===== src/rtl/pong_pkg.sv =====
// Shared quadrature definitions for the pong front-end: Gray-code states,
// detent default and the single-step transition decoder.
package pong_pkg;

  localparam logic [1:0] QA_00 = 2'b00;
  localparam logic [1:0] QA_01 = 2'b01;
  localparam logic [1:0] QA_11 = 2'b11;
  localparam logic [1:0] QA_10 = 2'b10;

  // Pull-ups hold both channels high at a detent.
  localparam logic [1:0] IDLE_AB_DEFAULT = QA_11;

  typedef struct packed {
    logic signed [1:0] delta;
    logic              illegal;
  } quad_t;

  // Forward order is 00 -> 01 -> 11 -> 10 -> 00; any other single-bit change
  // is necessarily the reverse of one of those.
  function automatic quad_t quad_delta(input logic [1:0] prev, input logic [1:0] curr);
    quad_t r;
    r.delta   = 2'sb00;
    r.illegal = 1'b0;
    if (prev != curr) begin
      if ((prev ^ curr) == 2'b11) begin
        r.illegal = 1'b1;
      end else begin
        case ({prev, curr})
          {QA_00, QA_01},
          {QA_01, QA_11},
          {QA_11, QA_10},
          {QA_10, QA_00}: r.delta = 2'sb01;
          default:        r.delta = 2'sb11;
        endcase
      end
    end
    return r;
  endfunction

endpackage


===== src/rtl/rotary_encoder_debounce.sv =====
// One encoder channel: 2-flop synchroniser followed by a stability filter that
// accepts a new level only after DEBOUNCE_CYCLES consecutive differing samples.
module debounce #(
  parameter int   DEBOUNCE_CYCLES = 16,
  parameter logic RESET_LEVEL     = 1'b1
) (
  input  logic clk,
  input  logic reset,
  input  logic pin,
  output logic filtered
);

  localparam int             CW       = $clog2(DEBOUNCE_CYCLES) + 1;
  localparam logic [CW-1:0]  CNT_LAST = CW'(DEBOUNCE_CYCLES - 1);

  logic          meta;
  logic          sync;
  logic [CW-1:0] cnt;

  always_ff @(posedge clk or negedge reset) begin
    if (!reset) begin
      meta <= RESET_LEVEL;
      sync <= RESET_LEVEL;
    end else begin
      meta <= pin;
      sync <= meta;
    end
  end

  // Any sample matching the accepted level restarts the count, so a bounce
  // shorter than the window leaves no trace.
  always_ff @(posedge clk or negedge reset) begin
    if (!reset) begin
      cnt      <= '0;
      filtered <= RESET_LEVEL;
    end else if (sync == filtered) begin
      cnt <= '0;
    end else if (cnt == CNT_LAST) begin
      filtered <= sync;
      cnt      <= '0;
    end else begin
      cnt <= cnt + CW'(1);
    end
  end

endmodule


===== src/rtl/rotary_encoder.sv =====
// Quadrature front-end: debounced decode into a wrapping 2-bit position,
// optionally divided so one step needs 2^DIV_LOG2 net transitions.
module rotary_encoder
  import pong_pkg::*;
#(
  parameter int         DEBOUNCE_CYCLES = 16,
  parameter int         DIV_LOG2        = 0,
  parameter logic [1:0] IDLE_AB         = IDLE_AB_DEFAULT
) (
  input  logic              clk,
  input  logic              reset,
  input  logic              enc_a,
  input  logic              enc_b,
  output logic signed [1:0] value,
  output logic              step,
  output logic              dir,
  output logic              glitch
);

  localparam int                     SW      = DIV_LOG2 + 2;
  localparam logic signed [SW-1:0]   SUB_POS = SW'(1 << DIV_LOG2);
  localparam logic signed [SW-1:0]   SUB_NEG = -SUB_POS;

  logic [1:0]           ab;
  logic [1:0]           ab_prev;
  logic signed [SW-1:0] sub;
  logic signed [SW-1:0] sub_sum;
  quad_t                q;
  logic                 count_vld;
  logic                 wrap_hit;

  debounce #(
    .DEBOUNCE_CYCLES(DEBOUNCE_CYCLES),
    .RESET_LEVEL    (IDLE_AB[1])
  ) u_deb_a (
    .clk     (clk),
    .reset   (reset),
    .pin     (enc_a),
    .filtered(ab[1])
  );

  debounce #(
    .DEBOUNCE_CYCLES(DEBOUNCE_CYCLES),
    .RESET_LEVEL    (IDLE_AB[0])
  ) u_deb_b (
    .clk     (clk),
    .reset   (reset),
    .pin     (enc_b),
    .filtered(ab[0])
  );

  always_comb begin
    q         = quad_delta(ab_prev, ab);
    count_vld = (q.delta != 2'sb00);
    sub_sum   = sub + SW'($signed(q.delta));
    wrap_hit  = count_vld && ((sub_sum == SUB_POS) || (sub_sum == SUB_NEG));
  end

  // A reversal subtracts from the partial count, so back-and-forth jitter
  // inside one division never produces a step.
  always_ff @(posedge clk or negedge reset) begin
    if (!reset) begin
      ab_prev <= IDLE_AB;
      sub     <= '0;
      value   <= 2'sb00;
      step    <= 1'b0;
      dir     <= 1'b0;
      glitch  <= 1'b0;
    end else begin
      ab_prev <= ab;
      step    <= 1'b0;
      glitch  <= q.illegal;
      if (wrap_hit) begin
        value <= value + q.delta;
        step  <= 1'b1;
        dir   <= ~q.delta[1];
        sub   <= '0;
      end else if (count_vld) begin
        sub <= sub_sum;
      end
    end
  end

endmodule


===== config.mk =====
export PLATFORM = sky130hd
export DESIGN_NAME = rotary_encoder
export DESIGN_NICKNAME = d
export VERILOG_FILES = /design/src/rtl/pong_pkg.sv /design/src/rtl/rotary_encoder_debounce.sv /design/src/rtl/rotary_encoder.sv
export SDC_FILE = /design/constraint.sdc
export NUM_CORES = 1
export LEC_CHECK = 0
export ABC_CLOCK_PERIOD_IN_PS = 1950
export CORE_AREA = 4 4 72 74
export DETAILED_ROUTE_END_ITERATION = 12
export DIE_AREA = 0 0 76 78
export HOLD_SLACK_MARGIN = 0.02
export PLACE_DENSITY = 0.48
export SYNTH_ARGS = -nofsm -noshare
export SYNTH_HDL_FRONTEND = slang
export SYNTH_SLANG_ARGS = --single-unit

===== constraint.sdc =====
create_clock -name clk -period 1.95 [get_ports clk]
set_clock_uncertainty 0.05 [all_clocks]
set_input_delay 0.2925 -clock clk [delete_from_list [all_inputs] [get_ports clk]]
set_output_delay 0.2925 -clock clk [all_outputs]
set_load 0.01 [all_outputs]

# Word level (Yosys, flattened, before mapping)
# Index checks and enable logic that the tools add are counted.
dict set report totals {
  input_bits 4
  out_inout_bits 5
  regBits 25
  elab_cells 52
}
dict set report op_classes {
  mux 11
  eq_ne 12
  bitwise_logic 4
  n_reduce_logical 7
  add_sub_neg 4
}
# cell n
set op_table {}
lappend op_table {{$mux 5} 4}
lappend op_table {{$add 5x1->5 const B} 2}
lappend op_table {{$eq 5x4->1 const B} 2}
lappend op_table {{$eq 4x4->1 const B} 2}
lappend op_table {{$mux 2} 4}
lappend op_table {{$add 2x2->2} 2}
lappend op_table {{$eq 2x2->1 const B} 2}
lappend op_table {{$eq 4x1->1 const B} 1}
lappend op_table {{$eq 4x3->1 const B} 1}
lappend op_table {{$reduce_and 2->1} 2}
lappend op_table {{$reduce_bool 2->1} 2}
lappend op_table {{$reduce_or 4->1} 1}
lappend op_table {{$mux 3} 1}
lappend op_table {{$not 1->1} 3}
lappend op_table {{$eq 1x1->1} 2}
lappend op_table {{$eq 2x1->1 const B} 1}
lappend op_table {{$mux 1} 2}
lappend op_table {{$ne 2x2->1} 1}
lappend op_table {{$xor 2x2->2} 1}
lappend op_table {{$logic_and 1x1->1} 1}
lappend op_table {{$logic_or 1x1->1} 1}

# Logic depth before layout (Yosys ltp)
# Gate-level depths: netlist (run 1).
dict set report depth {
  depth_word 10
  mapped_depth 8
  ltp_nobuf 8
}

# Hierarchy
# Synthesis (run 1) repeated with hierarchy kept, for this count alone.
dict set report unflattened {
  cells_unflattened 95
  hier_area_um2 1146.1
}
# mod instances cells_each area_each_um2 seq_area_each_um2
set modules_own_cells {}
lappend modules_own_cells {debounce 2 23 315.3 203.9}
lappend modules_own_cells {rotary_encoder 1 49 515.5 202.7}

# Worst setup path after synthesis (run 1)
# Ideal clock, no wire load.
dict set report synth_path {
  path_type {reg-to-reg}
  start {register u_deb_a.filtered}
  end {register value[1]}
  path_slack_ps -66
  stages_incl_launch_ff 9
  path_buffers 0
  required_time_ps 1831
  arrival_time_ps 1897
  setup_time_ps 69
  synth_period_minus_slack_ps 2016
  path_cell_list {dfstp_2 -> xor2_1 -> inv_1 -> ha_1 -> ha_1 -> nor4b_1 -> o221ai_1 -> o311a_1 -> nand3_1}
}
dict set report synth_via {
  elab_chain_len 9
  elab_cells_between_ends 18
  classes_between {2 x add/sub; 8 x eq/ne; 3 x mux; 1 x bitwise; 4 x reduce/logical}
}
# item line
set synth_lines {}
lappend synth_lines {{start: declaration} rotary_encoder_debounce.sv:10} ;# output logic filtered
lappend synth_lines {{start signal: assignment} rotary_encoder_debounce.sv:39} ;# filtered <= sync;
lappend synth_lines {{$eq 4x1->1, or another cell as far along} pong_pkg.sv:28} ;# case ({prev, curr})
lappend synth_lines {{$reduce_or 4->1} pong_pkg.sv:28}
lappend synth_lines {{$mux 2} pong_pkg.sv:28}
lappend synth_lines {{$mux 2} pong_pkg.sv:25} ;# if ((prev ^ curr) == 2'b11) begin
lappend synth_lines {{$mux 3 *} pong_pkg.sv:24} ;# if (prev != curr) begin
lappend synth_lines {{$add 2x2->2} rotary_encoder.sv:55} ;# sub_sum = sub + SW'($signed(q.delta));
lappend synth_lines {{$eq 2x2->1 / $eq 2x1->1 (equally long branches)} rotary_encoder.sv:56} ;# wrap_hit = count_vld && ((sub_sum == SUB_POS) || (sub_sum == SUB_NEG));
lappend synth_lines {{$logic_or 1x1->1} rotary_encoder.sv:56}
lappend synth_lines {{$logic_and 1x1->1} rotary_encoder.sv:56}
lappend synth_lines {{end signal: assignment} rotary_encoder.sv:74} ;# value <= value + q.delta;
lappend synth_lines {{end: declaration} rotary_encoder.sv:14} ;# output logic signed [1:0] value,
# Every way passes the cells marked *; elsewhere a longest branch is shown, timed or not.
# A chain may end at the register's enable or synchronous reset.

# Final worst setup path (run 1)
dict set report layout_path {
  start {register ab_prev[1]}
  end {register value[1]}
}
dict set report layout_via {
  elab_chain_len 9
  elab_cells_between_ends 18
  classes_between {2 x add/sub; 8 x eq/ne; 3 x mux; 1 x bitwise; 4 x reduce/logical}
}
# item line
set layout_lines {}
lappend layout_lines {{start: declaration} rotary_encoder.sv:25} ;# logic [1:0] ab_prev;
lappend layout_lines {{start signal: assignment} rotary_encoder.sv:63} ;# ab_prev <= IDLE_AB;
lappend layout_lines {{start signal: assignment} rotary_encoder.sv:70} ;# ab_prev <= ab;
lappend layout_lines {{$eq 4x1->1, or another cell as far along} pong_pkg.sv:28}
lappend layout_lines {{$reduce_or 4->1} pong_pkg.sv:28}
lappend layout_lines {{$mux 2} pong_pkg.sv:28}
lappend layout_lines {{$mux 2} pong_pkg.sv:25}
lappend layout_lines {{$mux 3 *} pong_pkg.sv:24}
lappend layout_lines {{$add 2x2->2} rotary_encoder.sv:55}
lappend layout_lines {{$eq 2x2->1 / $eq 2x1->1 (equally long branches)} rotary_encoder.sv:56}
lappend layout_lines {{$logic_or 1x1->1} rotary_encoder.sv:56}
lappend layout_lines {{$logic_and 1x1->1} rotary_encoder.sv:56}
# Marked as above.

==> flow_summary.toml, run 1 <==
[placement]
dpl_cell_area_mm2 = 0.00133
hpwlAfterDp_um = 1340
gp_congestion = 0.686
io_buffers = 8

[status]
outcome = "complete, no violations"

[setup_path]
cp.buffers_inverters = 2
cpLargestDelayFamily = "flip-flops"
cp_slowest_stage_delay_ps = 560
cp_max_fo = 11
critPathArrivalTime_ps = 2030
slowest_stage = "dfstp_2"
cp.required_ps = 2050
cp-end-kind = "register"
crit_path_start_kind = "register"
critPathKind = "reg -> reg"
crit_chain = "xor2_2 -> inv_2 -> ha_4 -> buf_12 -> nor4b_2 -> o221ai_1 -> o311a_1 -> nand3_1"

[finish]
diodes = 0
final_cell_mix = "dfrtp_1, nor2_1, dfstp_2, clkdlybuf4s50_1, buf_4"
multi_input_area_um2 = 556
register_area_um2 = 611
area_delta_synth_final_pct = 32.7
nNetsFinal = 123
drive_gt1_share_pct = 30.1
nFillCells = 456
postLayoutCellArea_mm2 = 0.00147
final_common_cell = "dfrtp_1"

[floorplan]
core_area_mm2 = 0.00460
dieHeight_um = 78
io_pins = 9
rows = 25
start_util_pct = 24.1
dieArea_mm2 = 0.00593
die_w_um = 76

[routing]
dr.pass1.iters = 4
drt_iter0_markers = 15
wl_um = 1900
drc_errors = 0
avgRoutedWirePerCell_um = 11.4
via_per_inst = 4.40
antenna_left = 0
num_vias = 735

[timing]
slew_headroom_pct = 65.8
period_share_pct = 98.9
hold_violations = 0
fmax_ghz = 0.518
whs_ps = 310
min_period_ps = 1930
setup_viol = 0
rsz0062_at_grt = "true"
worst_pin_slew_ps = 510
timing.final.max_slew_violations = 0

[cts]
cts-htree-levels = 1
clk-insertion-delay-late_ps = 260
clkTransAtPathRegs_ps = 80
cts_tree = "yes"
clock-sinks = 24
cts_buffers = 3
cts.path.max_buffers = 2
root_buffer = "clkbuf_8"

[power]
irDropWorstVdd_uv = 672
p_leak_nw = 0.651
power_density_mw_per_mm2 = 681
internal_power_mw = 0.814
netSwitchingPower_mw = 0.189
switching_share_pct = 18.8
comb_power_share_pct = 4.8
clockPowerShare_pct = 42.5
power_frac_seq_pct = 52.7

[run]
cap_violations = 0

[global_route]
grt_pass1_vias = 773
grt_start_max_net_pins = 25
grt_pass1_wl_um = 3500
grtUsageTotal_pct = 7.18
overflow = 0
antenna_found_initial = 0

[synth]
yosysTopAreaCell = "dfrtp_1"
synth-async-reset-ratio_pct = 100
synth_seq_cells = 24
synth_edf_count = 0
yosysSeqAreaShare_pct = 55.0
yosysUniqueCellTypes = 30
syn_avg_cell_area_um2 = 11.7
yosysWarningCount = 0
synth_fp_nets = 104
synthTopCellsByArea = "dfrtp_1, dfstp_2, ha_1, xor2_1, nor2_1"
synth_ff_type = "dfrtp_1"
synth_top_area_share_pct = 36.1
netlist_area_mm2 = 0.00111
synth_cells = 95

[hold_path]
hold_class = "reg -> reg"
power groups by stage:
stage / Clock, mW / Combinational, mW / Sequential (mW)
floorplan: 0 / 0.0218 / 0.536
global placement: 0 / 0.0486 / 0.537
detailed placement: 0 / 0.0485 / 0.538
CTS: 0.443 / 0.0494 / 0.529
global route: 0.471 / 0.0570 / 0.532
finish: 0.426 / 0.0482 / 0.528
synth_stat cells, drive strengths merged (2+ instances only):
library cell,instances
dfrtp,16
inv,4
xor2,8
nand3,5
ha,5
mux2,3
buf,2
nor3b,2
and2,3
xnor2,2
o21ai,6
nor2,11
nor3,2
nand2b,2
nor4b,3
and3,2
dfstp,8
metal layers:
| layer | track usage [%] | up-vias | routed length (um) |
|---|---|---|---|
| met3 | 1.51 | 2 | 47 |
| li1 | - | 365 | - |
| met5 | 0 | - | 0 |
| met4 | 2.67 | 0 | 9 |
| met1 | 8.40 | 358 | 840 |
| met2 | 12.8 | 10 | 1000 |
registers in the layout, indices dropped and copies added (netlist names):
register	cells
sub	1
step	1
value	2
u_deb_a.filtered	1
u_deb_b.meta	1
u_deb_b.sync	1
u_deb_a.meta	1
u_deb_a.cnt	5
ab_prev	2
glitch	1
dir	1
u_deb_b.cnt	5
u_deb_b.filtered	1
u_deb_a.sync	1
kinds of logic after synthesis:
group	synth area share, %
AO/OA/AOI/OAI	7.89
XOR/XNOR	8.57
adder cells (fa/ha/maj)	5.64
buffers and inverters	2.25
flip-flops	55.0
multiplexers	3.95
AND/OR/NAND/NOR	16.7
repair_timing:
item,in CTS,in global routing
pin swaps,1,3
endpoints found under the setup margin,1,3
cloned,0,0
setup buffers,0,1
hold endpoints to repair,0,0
hold buffers,0,0
resized for setup,6,5
through the flow:
stage	power [mW]	utilization [%]	instances	TNS (ps)	worst slack (ps)
after floorplan	0.558	-	95	0	13.2
after global placement	0.586	29.0	162	-8.12	-8.12
after detailed placement	0.586	29.0	162	-44.6	-44.6
after CTS	1.02	31.3	166	-5.45	-5.45
after global routing	1.06	32.0	167	-153	-110
final	1.00	32.0	167	0	20.9
layout make-up:
class,count,area share (%)
Sequential cell,24,41.5
Multi-Input combinational cell,65,37.7
Timing Repair Buffer,16,10.4
Tap cell,54,4.59
Clock buffer,3,2.80
Clock inverter,1,2.04
Inverter,4,1.02
worst paths after layout:
kind                                   start            to  slack (ps)  cells past startpoint
worst min-delay path            u_deb_a.meta  u_deb_a.sync         310                      0
min in group asynchronous              reset           dir         330                      2
worst max register to register    ab_prev[1]      value[1]          20                      8
worst min register to register  u_deb_a.meta  u_deb_a.sync         310                      0
max in group asynchronous              reset    ab_prev[1]        1230                      2
worst max-delay path              ab_prev[1]      value[1]          20                      8
worst reg2reg max path: cells and delay by family, from the launching register on:
kind	cells	cell delay, ps
buf+inv	2	200
simple gates	2	210
xor+xnor	1	170
fa+ha+maj	1	230
compound gates	2	400
flops	1	560
(Power assumes the default switching activity.)
==> run 2, diff against run 1 <==
--- a/config.mk
+++ b/config.mk
@@ -5,12 +5,13 @@
 export SDC_FILE = /design/constraint.sdc
 export NUM_CORES = 1
 export LEC_CHECK = 0
-export ABC_CLOCK_PERIOD_IN_PS = 1950
+export ABC_CLOCK_PERIOD_IN_PS = 2300
 export CORE_AREA = 4 4 72 74
+export CTS_BUF_LIST = sky130_fd_sc_hd__clkbuf_4 sky130_fd_sc_hd__clkbuf_8
 export DETAILED_ROUTE_END_ITERATION = 12
 export DIE_AREA = 0 0 76 78
 export HOLD_SLACK_MARGIN = 0.02
-export PLACE_DENSITY = 0.48
+export PLACE_DENSITY = 0.47
 export SYNTH_ARGS = -nofsm -noshare
 export SYNTH_HDL_FRONTEND = slang
 export SYNTH_SLANG_ARGS = --single-unit
==> constraint.sdc (replaced) <==
create_clock -name clk -period 2.3 [get_ports clk]
set_clock_uncertainty 0.05 [all_clocks]
set_input_delay 0.345 -clock clk [delete_from_list [all_inputs] [get_ports clk]]
set_output_delay 0.345 -clock clk [all_outputs]
set_load 0.01 [all_outputs]
==> run 2 against run 1 <==
Against the previous run: count of clock-buffer cells in the layout unchanged; sequential share of layout area rose by 3.8 points; non-clock buffer count down 6; sequential power shrank 15%; global-route usage rose by 0.14 points; sequential cell count stayed put; critical path depth unchanged; clock power decreased by 11%; worst hold slack better by 1.1 ps.
==> flow_summary.toml, run 2 (synthesis gave the netlist of run 1 again) <==
[status]
outcome = "complete, no violations"

[power]
p_leak_nw = 0.615
switching_share_pct = 20.4
internal_power_mw = 0.690
comb_power_share_pct = 4.6
netSwitchingPower_mw = 0.177
clockPowerShare_pct = 43.8
irDropWorstVdd_uv = 243
power_frac_seq_pct = 51.6
power_density_mw_per_mm2 = 643

[timing]
hold_violations = 0
setup_viol = 0
fmax_ghz = 0.469
timing.final.max_slew_violations = 0
period_share_pct = 92.7
min_period_ps = 2130
post-route-worst-setup-slack_ps = 169
worst_pin_slew_ps = 548
slew_headroom_pct = 63.2

[floorplan]
io_pins = 9
die_w_um = 76
dieArea_mm2 = 0.00593
start_util_pct = 24.1
core_area_mm2 = 0.00460
rows = 25
dieHeight_um = 78

[global_route]
grtUsageTotal_pct = 7.32
grt_use_met3_pct = 1.39
grt_start_max_net_pins = 25
overflow = 0
grt_busiest_layer = "met2"
grt_pass1_wl_um = 3480
grt_pass1_vias = 785
antenna_found_initial = 0
gr-usage-met2_pct = 11.6
met1_usage_pct = 8.81

[finish]
area_delta_synth_final_pct = 21.5
final_common_cell = "dfrtp_1"
drive_gt1_share_pct = 18.7
diodes = 0
nNetsFinal = 117
multi_input_area_um2 = 489
register_area_um2 = 611
fin_cells = 161
layout_top_registers = "u_deb_a.cnt x5, u_deb_b.cnt x5"
nFillCells = 458
final_cell_mix = "dfrtp_1, nor2_1, dfstp_2, clkdlybuf4s50_1, xor2_1"

[placement]
io_buffers = 8
gp_congestion = 0.755
post-place-cells = 157
pre_cts_ws_ps = 154
hpwlAfterDp_um = 1390

[hold_path]
hold_class = "reg -> reg"

[routing]
via_per_inst = 4.45
antenna_left = 0
drc_errors = 0
dr.pass1.iters = 2
avgRoutedWirePerCell_um = 12.1
wl_um = 1950
drt_iter0_markers = 17
num_vias = 716

[setup_path]
cp_slowest_stage_delay_ps = 610
slowest_stage = "dfstp_2"
cp_max_fo = 11
cp.required_ps = 2410
critPathArrivalTime_ps = 2240
cp-end-kind = "register"
crit_chain = "xor2_1 -> inv_1 -> ha_1 -> buf_4 -> nor4b_2 -> o221ai_1 -> o311a_1 -> nand3_1"
critPathKind = "reg -> reg"
crit_path_start_kind = "register"

[cts]
root_buffer = "clkbuf_8"
cts_hold_buf = 0
cts_buffers = 3
clkTransAtPathRegs_ps = 90
clk-insertion-delay-late_ps = 270
cts_tree = "yes"
cts-htree-levels = 1
cts.path.max_buffers = 2
clock-sinks = 24

[run]
cap_violations = 0
[run 2: cell types whose count changed in the layout (fill, tap and decap cells not counted), sizes merged]
cell and delta:
buf -6
[run 2: final timing paths]
| kind | depth (start not counted) | to | slack [ps] | from |
|---|---|---|---|---|
| max in group asynchronous | 2 | u_deb_b.sync | 1550 | reset |
| hold reg to reg | 0 | u_deb_a.sync | 310 | u_deb_a.meta |
| setup reg to reg | 8 | value[1] | 170 | u_deb_a.filtered |
| hold / removal | 0 | u_deb_a.sync | 310 | u_deb_a.meta |
| setup / recovery | 8 | value[1] | 170 | u_deb_a.filtered |
| min in group asynchronous | 2 | u_deb_a.cnt[4] | 370 | reset |
[run 2: layer usage]
layer | vias to the layer above | part of all wire, %
li1 | 354 | -
met1 | 347 | 45
met2 | 9 | 50
met3 | 6 | 2.3
met4 | 0 | 2.4
met5 | - | 0
[run 2: power groups by stage]
stage | Combinational [mW] | Clock (mW) | Sequential [mW]
floorplan | 0.0183 | 0 | 0.455
global placement | 0.0403 | 0 | 0.455
detailed placement | 0.0411 | 0 | 0.456
CTS | 0.0413 | 0.386 | 0.448
global route | 0.0456 | 0.404 | 0.451
finish | 0.0397 | 0.379 | 0.448
[run 2: worst max-delay path, delay by kind of cell (launching register included)]
kind	cells	cell delay, ps
simple gates	2	220
buf+inv	2	250
xor+xnor	1	190
fa+ha+maj	1	310
flops	1	610
compound gates	2	390
[run 2: cell type report]
cell class                      count  area share [%]
Clock buffer                        3            3.06
Clock inverter                      1            2.23
Inverter                            4            1.11
Multi-Input combinational cell     65            36.3
Sequential cell                    24            45.3
Tap cell                           54            5.01
Timing Repair Buffer               10            7.05
[run 2: metrics by stage]
step / hold slack (ps) / TNS, ps / power (mW) / area [um2] / utilization (%)
6_report: 311 / 0 / 0.867 / 1350 / 29.3
5_1_grt: 314 / -5.89 / 0.900 / 1350 / 29.3
4_1_cts: 312 / 0 / 0.876 / 1330 / 29.0
3_5_place_dp: 299 / 0 / 0.497 / 1260 / 27.5
3_3_place_gp: 298 / 0 / 0.496 / 1260 / 27.5
2_1_floorplan: -0.591 / 0 / 0.473 / 1110 / -
[run 2: timing repair]
item	4_1_cts	5_1_grt
endpoints found under the setup margin	0	1
buffers inserted	0	0
resized for setup	0	3
